### src/rtl/vecmac_pkg.sv
// vecmac_pkg: shared FSM states, datapath widths and parameter legality checks
// for the vecmac_stream int8 dot-product engine.
package vecmac_pkg;

  typedef enum logic [1:0] {
    S_IDLE  = 2'd0,
    S_RUN   = 2'd1,
    S_DRAIN = 2'd2,
    S_DONE  = 2'd3
  } state_t;

  localparam int PROD_W = 17;

  function automatic int prod_w();
    return PROD_W;
  endfunction

  function automatic int tree_w(input int lanes);
    return PROD_W + $clog2(lanes);
  endfunction

  function automatic bit lanes_legal(input int l);
    return l == 1 || l == 2 || l == 4 || l == 8 || l == 16;
  endfunction

  function automatic bit acc_legal(input int w);
    return w >= 24 && w <= 48;
  endfunction

endpackage

### src/rtl/vecmac_lane_tree.sv
// vecmac_lane_tree: stage 1 masked lane products, stage 2 registered
// lane-sum, with valid/last tags travelling alongside the data.
module vecmac_lane_tree
  import vecmac_pkg::*;
#(
  parameter int LANES = 8
) (
  input  logic                          clk,
  input  logic                          rst_n,
  input  logic                          valid,
  input  logic                          last,
  input  logic                          sgn,
  input  logic [LANES-1:0]              mask,
  input  logic [8*LANES-1:0]            a,
  input  logic [8*LANES-1:0]            b,
  output logic                          sum_valid,
  output logic                          sum_last,
  output logic signed [tree_w(LANES)-1:0] sum
);

  localparam int TW = tree_w(LANES);

  logic signed [PROD_W-1:0] prod_d [LANES];
  logic signed [PROD_W-1:0] prod_q [LANES];
  logic signed [TW-1:0]     sum_d;
  logic                     v1;
  logic                     l1;

  for (genvar i = 0; i < LANES; i++) begin : g_lane
    logic [7:0]         ai;
    logic [7:0]         bi;
    logic signed [15:0] ps;
    logic [15:0]        pu;
    assign ai = a[8*i +: 8];
    assign bi = b[8*i +: 8];
    assign ps = $signed({{8{ai[7]}}, ai}) * $signed({{8{bi[7]}}, bi});
    assign pu = {8'd0, ai} * {8'd0, bi};
    assign prod_d[i] = !mask[i] ? '0 :
                       sgn      ? {ps[15], ps} :
                                  {1'b0, pu};
  end

  always_comb begin
    sum_d = '0;
    for (int i = 0; i < LANES; i++)
      sum_d = sum_d + TW'(prod_q[i]);
  end

  always_ff @(posedge clk) begin
    prod_q <= prod_d;
  end

  always_ff @(posedge clk or negedge rst_n) begin
    if (!rst_n) begin
      v1        <= 1'b0;
      l1        <= 1'b0;
      sum_valid <= 1'b0;
      sum_last  <= 1'b0;
      sum       <= '0;
    end else begin
      v1        <= valid;
      l1        <= valid && last;
      sum_valid <= v1;
      sum_last  <= l1;
      sum       <= sum_d;
    end
  end

endmodule

### src/rtl/vecmac_stream.sv
// vecmac_stream: streaming int8 dot product, LANES elements per beat.
// Define VECMAC_SAT_EN for a saturating accumulator with an ovf output.
module vecmac_stream
  import vecmac_pkg::*;
#(
  parameter int LANES = 8,
  parameter int ACC_W = 32,
  parameter int LEN_W = 16
) (
  input  logic                 clk,
  input  logic                 rst_n,
  input  logic                 start,
  input  logic [LEN_W-1:0]     cfg_len,
  input  logic                 cfg_signed,
  input  logic                 in_valid,
  output logic                 in_ready,
  input  logic [8*LANES-1:0]   in_a,
  input  logic [8*LANES-1:0]   in_b,
  output logic                 out_valid,
  input  logic                 out_ready,
  output logic [ACC_W-1:0]     out_sum,
  output logic                 busy
`ifdef VECMAC_SAT_EN
  ,
  output logic                 ovf
`endif
);

  localparam int TW = tree_w(LANES);
  localparam int LG = $clog2(LANES);

  if (!lanes_legal(LANES) || !acc_legal(ACC_W)) begin : g_bad_param
    $error("vecmac_stream: illegal LANES or ACC_W");
  end

  state_t               state;
  logic [LEN_W:0]       beats_left;
  logic [LEN_W-1:0]     rem_q;
  logic                 sgn_q;
  logic                 zero_q;
  logic                 accept;
  logic                 xfer;
  logic                 last_beat;
  logic [LANES-1:0]     mask;
  logic                 t_valid;
  logic                 t_last;
  logic signed [TW-1:0] t_sum;
  logic [ACC_W-1:0]     acc;
  logic [ACC_W:0]       acc_nx;

  assign accept    = state == S_IDLE && start;
  assign xfer      = state == S_RUN && in_valid;
  assign last_beat = beats_left == (LEN_W+1)'(1);
  assign in_ready  = state == S_RUN;
  assign out_valid = state == S_DONE;
  assign busy      = state != S_IDLE;
  assign out_sum   = acc;

  // Only the final beat of a ragged vector has lanes switched off.
  always_comb begin
    mask = '1;
    if (last_beat && rem_q != '0)
      for (int i = 0; i < LANES; i++)
        if (LEN_W'(i) >= rem_q) mask[i] = 1'b0;
  end

  always_ff @(posedge clk or negedge rst_n) begin
    if (!rst_n) begin
      state      <= S_IDLE;
      beats_left <= '0;
      rem_q      <= '0;
      sgn_q      <= 1'b0;
      zero_q     <= 1'b0;
    end else begin
      unique case (state)
        S_IDLE: if (start) begin
          beats_left <= ({1'b0, cfg_len} + (LEN_W+1)'(LANES-1)) >> LG;
          rem_q      <= cfg_len & LEN_W'(LANES-1);
          sgn_q      <= cfg_signed;
          zero_q     <= cfg_len == '0;
          state      <= (cfg_len == '0) ? S_DRAIN : S_RUN;
        end
        S_RUN: if (in_valid) begin
          beats_left <= beats_left - 1'b1;
          if (last_beat) state <= S_DRAIN;
        end
        S_DRAIN: if (zero_q || (t_valid && t_last)) state <= S_DONE;
        S_DONE:  if (out_ready) state <= S_IDLE;
        default: state <= S_IDLE;
      endcase
    end
  end

  vecmac_lane_tree #(.LANES(LANES)) u_tree (
    .clk       (clk),
    .rst_n     (rst_n),
    .valid     (xfer),
    .last      (last_beat),
    .sgn       (sgn_q),
    .mask      (mask),
    .a         (in_a),
    .b         (in_b),
    .sum_valid (t_valid),
    .sum_last  (t_last),
    .sum       (t_sum)
  );

  assign acc_nx = {acc[ACC_W-1], acc} + (ACC_W+1)'(t_sum);

`ifdef VECMAC_SAT_EN
  localparam logic [ACC_W-1:0] ACC_MAX = {1'b0, {(ACC_W-1){1'b1}}};
  localparam logic [ACC_W-1:0] ACC_MIN = {1'b1, {(ACC_W-1){1'b0}}};

  // Once clamped the accumulator is frozen until the next start.
  always_ff @(posedge clk or negedge rst_n) begin
    if (!rst_n) begin
      acc <= '0;
      ovf <= 1'b0;
    end else if (accept) begin
      acc <= '0;
      ovf <= 1'b0;
    end else if (t_valid && !ovf) begin
      if (acc_nx[ACC_W] != acc_nx[ACC_W-1]) begin
        acc <= acc_nx[ACC_W] ? ACC_MIN : ACC_MAX;
        ovf <= 1'b1;
      end else begin
        acc <= acc_nx[ACC_W-1:0];
      end
    end
  end
`else
  always_ff @(posedge clk or negedge rst_n) begin
    if (!rst_n)
      acc <= '0;
    else if (accept)
      acc <= '0;
    else if (t_valid)
      acc <= acc_nx[ACC_W-1:0];
  end
`endif

endmodule

### config.mk
export PLATFORM = sky130hd
export DESIGN_NAME = vecmac_stream
export DESIGN_NICKNAME = d
export VERILOG_FILES = /design/src/rtl/vecmac_pkg.sv /design/src/rtl/vecmac_lane_tree.sv /design/src/rtl/vecmac_stream.sv
export SDC_FILE = /design/constraint.sdc
export NUM_CORES = 2
export LEC_CHECK = 0
export CAP_MARGIN = 10
export CORE_ASPECT_RATIO = 1.2
export CORE_MARGIN = 5
export CORE_UTILIZATION = 44
export DETAILED_ROUTE_END_ITERATION = 10
export SETUP_SLACK_MARGIN = 0.15
export SLEW_MARGIN = 20
export SYNTH_ARGS = -nofsm -noshare
export SYNTH_HDL_FRONTEND = slang
export SYNTH_SLANG_ARGS = --single-unit
### constraint.sdc
create_clock -name clk -period 6.1 [get_ports clk]
set_clock_uncertainty 0.15 [all_clocks]
set_input_delay 0.61 -clock clk [delete_from_list [all_inputs] [get_ports clk]]
set_output_delay 0.61 -clock clk [all_outputs]
set_load 0.03 [all_outputs]
Word level (Yosys, flattened, before mapping)
Cells that the tools add are included.
- reductions and logical operators: 23
- div/mod/pow operators: 0
- bitwise gates (word level): 0
- multiplexer cells: 29
- shift-type cells: 0
- equal/unequal tests: 9
- multipliers: 16
- $add $sub $neg: 10
- magnitude comparators: 8
- operator list (kind ; number):
    $mul A8 B8 Y16 ; 16
    $mux W16 ; 8
    $add A20 B17 Y20 ; 5
    $mux W32 ; 2
    $mux W17 ; 2
    $pmux W17 S2 ; 1
    $add A32 B20 Y32 ; 1
    $add A18 B17 Y19 ; 1
    $add A17 B17 Y18 ; 1
    $reduce_and A2 Y1 ; 9
    $add A16 B3 Y17 const B ; 1
    $eq A17 B1 Y1 const B ; 1
    $sub A17 B1 Y17 const B ; 1
    $logic_not A16 Y1 ; 1
    $reduce_bool A16 Y1 ; 1
    $ge A3 B3 Y1 const A ; 4
    $mux W2 ; 6
    $mux W1 ; 8
    $mux W8 ; 1
    $pmux W2 S4 ; 1
    $ge A1 B3 Y1 const A ; 2
    $ge A2 B3 Y1 const A ; 2
    $ne A2 B2 Y1 const B ; 3
    $reduce_bool A2 Y1 ; 3
    8 further kinds ; 14
- bits in latches: 0
- word-level logic and storage cells: 122
- bits in writable memories: 0
- output and inout bits: 35
- memories: 0
- ROM bits: 0
- bits in registers: 216
- input bits: 150

Depth between registers and ports, before layout
- word-level depth: 7
- depth in mapped cells: 25

Hierarchy
Synthesis repeated with hierarchy kept, for this count alone.
- cells, all modules: 5035
- area total of the unflattened synthesis: 45222.1 µm²
- by module, submodules not included (module ; times used ; cells each ; area an instance (µm²) ; seq. area each (µm²)):
    vecmac_lane_tree ; 1 ; 4453 ; 40517.6 ; 3323.2
    vecmac_stream ; 1 ; 582 ; 4704.5 ; 1401.3

Worst setup path after synthesis
No wires, ideal clock.
- kind: flip-flop to flip-flop
- start: reg u_tree.prod_q[86] in the netlist's numbering
- end: reg u_tree.sum[19]
- arrival: 5.596 ns
- cell stages (with the launch flop): 24
- path buffers: 0
- clock period less this slack: 5.826 ns
- library setup time: 0.080 ns
- setup slack: 0.274 ns
- cells stage by stage: dfxtp_1 fa_1 ha_1 inv_1 fa_1 nor2b_1 o21ai_0 a21oi_1 o21ai_0 nor2b_1 xnor2_1 fa_1 inv_1 fa_1 inv_1 fa_1 ha_1 a2111oi_0 a22o_1 o21ai_0 o41ai_1 o2111ai_1 a21oi_1 xnor2_1
- word-level cells in the longest chain between the ends: 6
- RTL lines (element ; line ; text):
    start, declared ; vecmac_lane_tree.sv:24 ; logic signed [PROD_W-1:0] prod_q [LANES];
    start signal, assigned ; vecmac_lane_tree.sv:50 ; prod_q <= prod_d;
    $add A18 B17 Y19 ; vecmac_lane_tree.sv:46 ; sum_d = sum_d + TW'(prod_q[i]);
    $add A20 B17 Y20 (5 in series) ; vecmac_lane_tree.sv:46 ;
    via u_tree.sum_d[19] ; vecmac_lane_tree.sv:25 ; logic signed [TW-1:0] sum_d;
    end signal, assigned ; vecmac_lane_tree.sv:65 ; sum <= sum_d;
    end, declared ; vecmac_lane_tree.sv:18 ; output logic signed [tree_w(LANES)-1:0] sum
The timed path passes the listed nets, and every way through them passes these cells.
A chain may end at the register's enable or synchronous reset.

Final worst setup path
- start: reg u_tree.prod_q[86] in the netlist's numbering
- end: reg u_tree.sum[18]
The elaborated chain is that of the path after synthesis.

==> results.json <==
{
  "ant_nets": 0,
  "yosysSeqAreaShare_pct": 10.8,
  "finish.utilization_pct": 49.0,
  "synthToLayoutAreaGrowth_pct": 11.0,
  "num-nets-final": 6466,
  "syn_area_per_cell_um2": 9.16,
  "clkSinkCount": 216,
  "fill_cells": 9609,
  "period_minus_slack_ns": 5.73,
  "syn_inst": 4790,
  "path_max_fanout": 4,
  "wl_per_cell_um": 16.6,
  "cp.buffers_inverters": 3,
  "ff2ff_path_depth": 24,
  "clock_latency_ns": 0.57,
  "start_util_pct": 44.1,
  "ys.flop_type": "dfxtp_1",
  "die_w_um": 298,
  "cts_made_buffers": 28,
  "die_y_um": 356,
  "grt_max_degree": 66,
  "ys_types": 72,
  "rsz0062_at_grt": "yes",
  "start_kind": "register",
  "path_delay_family": "adder cells",
  "cts_tree": "yes",
  "hold_viol": 0,
  "die_area_mm2": 0.106,
  "io_buffers": 184,
  "ios": 185,
  "drive_above_1_share_pct": 3.86,
  "drt_iter0_drc": 1188,
  "grt-ovfl-total": 0,
  "gp_congestion": 0.891,
  "crit_path_end_kind": "register",
  "vias_per_cell": 5.03,
  "grt_usage_pct": 20.2,
  "antenna_found_initial": 2,
  "hp-class": "register to register",
  "postSynthNetCount": 6249,
  "arrival_ns": 6.05,
  "cp-startpoint": "u_tree.prod_q[86]$_SDFF_PP0_",
  "maxCapViolations": 0,
  "slowest_delay_ns": 0.54,
  "cts_root_buf": "clkbuf_16",
  "critPathMostFrequentCell": "fa_1",
  "drt-total-wl_um": 105000,
  "fin_crit_sh_pct": 93.9,
  "slew_violations": 0,
  "r2r_setup_slack_ns": 0.37,
  "hpwlAfterDp_um": 92500,
  "crit_cells": 24,
  "vias": 31793,
  "finalSetupViolations": 0,
  "clk_pin_slew_ns": 0.06,
  "cp_cell_sequence": "fa_1 -> ha_2 -> inv_2 -> fa_2 -> nor2b_2 -> o21ai_2 -> a21oi_2 -> o21ai_2 -> a211oi_2 -> nor3_2 -> o31ai_1 -> a21oi_1 -> xnor2_1 -> fa_1 -> inv_1 -> fa_1 -> inv_1 -> fa_1 -> ha_2 -> or3_4 -> o31ai_4 -> o21bai_1 -> a21oi_1 -> xnor2_1",
  "relSlewSlack_pct": 33.9,
  "synth_edf_count": 0,
  "fmax_ghz": 0.175,
  "htree_levels": 1,
  "rows": 127,
  "endpoint": "u_tree.sum[18]$_DFF_PN0_",
  "async_reset_ff_share_pct": 37.0,
  "synth_warnings": 0,
  "status": "finished, final reports clean",
  "r2r-start": "u_tree.prod_q[86]$_SDFF_PP0_",
  "r2r_end": "u_tree.sum[18]$_DFF_PN0_",
  "worst_pin_slew_ns": 0.992,
  "netlist_area_mm2": 0.0439,
  "required_ns": 6.42,
  "clockBufferDepth": 3,
  "core-area_mm2": 0.0995,
  "path_class": "register to register",
  "cpMaxStageDelayCell": "fa_1",
  "drt_pass1_iterations": 7,
  "drc_errors": 0,
  "grt_pass1_wl_um": 176000,
  "grt_pass1_vias": 34921,
  "ys_ff_latch": 216
}
==> layout by cell type, fill, tap and decap left out, types with 80 or more instances in the layout <==
cell and n:
a21oi_1 210, and2_1 321, buf_4 80, clkdlybuf4s50_1 183
dfxtp_1 135, fa_1 771, ha_1 533, inv_1 1106
nand2_1 337, nor2_1 208, o21ai_0 116, xnor2_1 191
xor2_1 90
==> routing by layer <==
metal	up-vias	track usage [%]	part of all wire (%)
met2	507	39.1	54
met4	0	5.81	3.4
met5	-	0	0
met3	187	1.63	2.6
li1	15291	-	-
met1	15808	24.0	40
==> through the flow <==
stage	hold WS, ns	instance area [um^2]	setup TNS [ns]	worst slack (ns)	instances
after CTS	0.190	48600	0	0.0811	6315
after detailed placement	0.186	47600	-0.0850	-0.0392	6263
final	0.185	48700	0	0.371	6320
after global placement	0.183	47600	0	0.0174	6263
after floorplan	0.164	43900	0	0.274	4790
after global routing	0.199	48700	0	0.0483	6319
==> kinds of logic (layout without fill, tap and decap cells) <==
| family | Yosys count | in the layout | synth area share, % |
|---|---|---|---|
| compound gates | 561 | 561 | 7.82 |
| xor+xnor | 281 | 281 | 5.61 |
| fa+ha+maj | 1309 | 1309 | 50.5 |
| buf+inv | 1185 | 1423 | 10.2 |
| flops | 216 | 216 | 10.8 |
| mux | 70 | 70 | 1.65 |
| other cells | 0 | 2 | 0 |
| simple gates | 1168 | 1168 | 13.5 |
==> timing repair <==
| action | CTS | global route |
|---|---|---|
| gates resized for setup | 5 | 25 |
| hold buffers | 1 | 0 |
| endpoints found under the setup margin | 4 | 7 |
| setup buffers | 0 | 3 |
| pin swaps | 1 | 16 |
| endpoints found under the hold margin | 15 | 0 |
==> cell type report <==
class	count	area [um^2]	area share (%)
clock inverters	18	201	0.413
inverters	1108	4160	8.54
diodes	2	5.00	0.0103
well taps	1290	1610	3.31
flip-flops and latches	216	4730	9.71
clock buffers	33	741	1.52
multi-input cells	3389	34800	71.5
repair buffers	264	2440	5.01
==> worst min-delay path by stage <==
stage                              from                          to  depth (start not counted)  slack [ns]
finish              u_tree.v1$_DFF_PN0_  u_tree.sum_valid$_DFF_PN0_                          0        0.19
global route        u_tree.v1$_DFF_PN0_  u_tree.sum_valid$_DFF_PN0_                          0        0.20
CTS                 u_tree.v1$_DFF_PN0_  u_tree.sum_valid$_DFF_PN0_                          0        0.19
detailed placement  u_tree.v1$_DFF_PN0_  u_tree.sum_valid$_DFF_PN0_                          0        0.19
global placement    u_tree.l1$_DFF_PN0_   u_tree.sum_last$_DFF_PN0_                          0        0.18
floorplan                         rst_n   beats_left[0]$_DFFE_PN0P_                          0        0.16
==> Yosys cell counts, types with 26 or more instances <==
cell | number | area (um^2)
clkbuf_1 | 71 | 267
inv_1 | 1108 | 4160
nor2_1 | 208 | 781
nand2_1 | 337 | 1260
dfxtp_1 | 136 | 2720
xor2_1 | 90 | 788
fa_1 | 772 | 15500
o21ai_0 | 120 | 601
xnor2_1 | 191 | 1670
nand3_1 | 26 | 130
mux2i_1 | 52 | 521
nor2b_1 | 42 | 263
ha_1 | 537 | 6720
and2_1 | 321 | 2010
a21oi_1 | 213 | 1070
nand2b_1 | 74 | 463
a31oi_1 | 26 | 163
nor3_1 | 71 | 355
dfrtp_1 | 80 | 2000
a21o_1 | 76 | 571
==> worst reg2reg max path: cells and delay by family, from the launching register on <==
kind,cells,cell delay [ns]
and+or+nand+nor,3,0.56
xor gates and xnor gates,2,0.29
adders and majority gates,7,2.66
AOI/OAI and AO/OA,9,1.56
buffers and inverters,3,0.14
DFF,1,0.32
==> sequential cells by signal (all words and copies together), names as in the netlist <==
name,count
u_tree.prod_q,136
out_sum,32
u_tree.sum,20
beats_left,17
rem_q,3
state,2
sgn_q,1
u_tree.l1,1
u_tree.sum_last,1
u_tree.sum_valid,1
u_tree.v1,1
zero_q,1
Power is left out: the tool's default activity adds up to more than one toggle a clock period on the data nets, which glitch-free logic cannot reach.
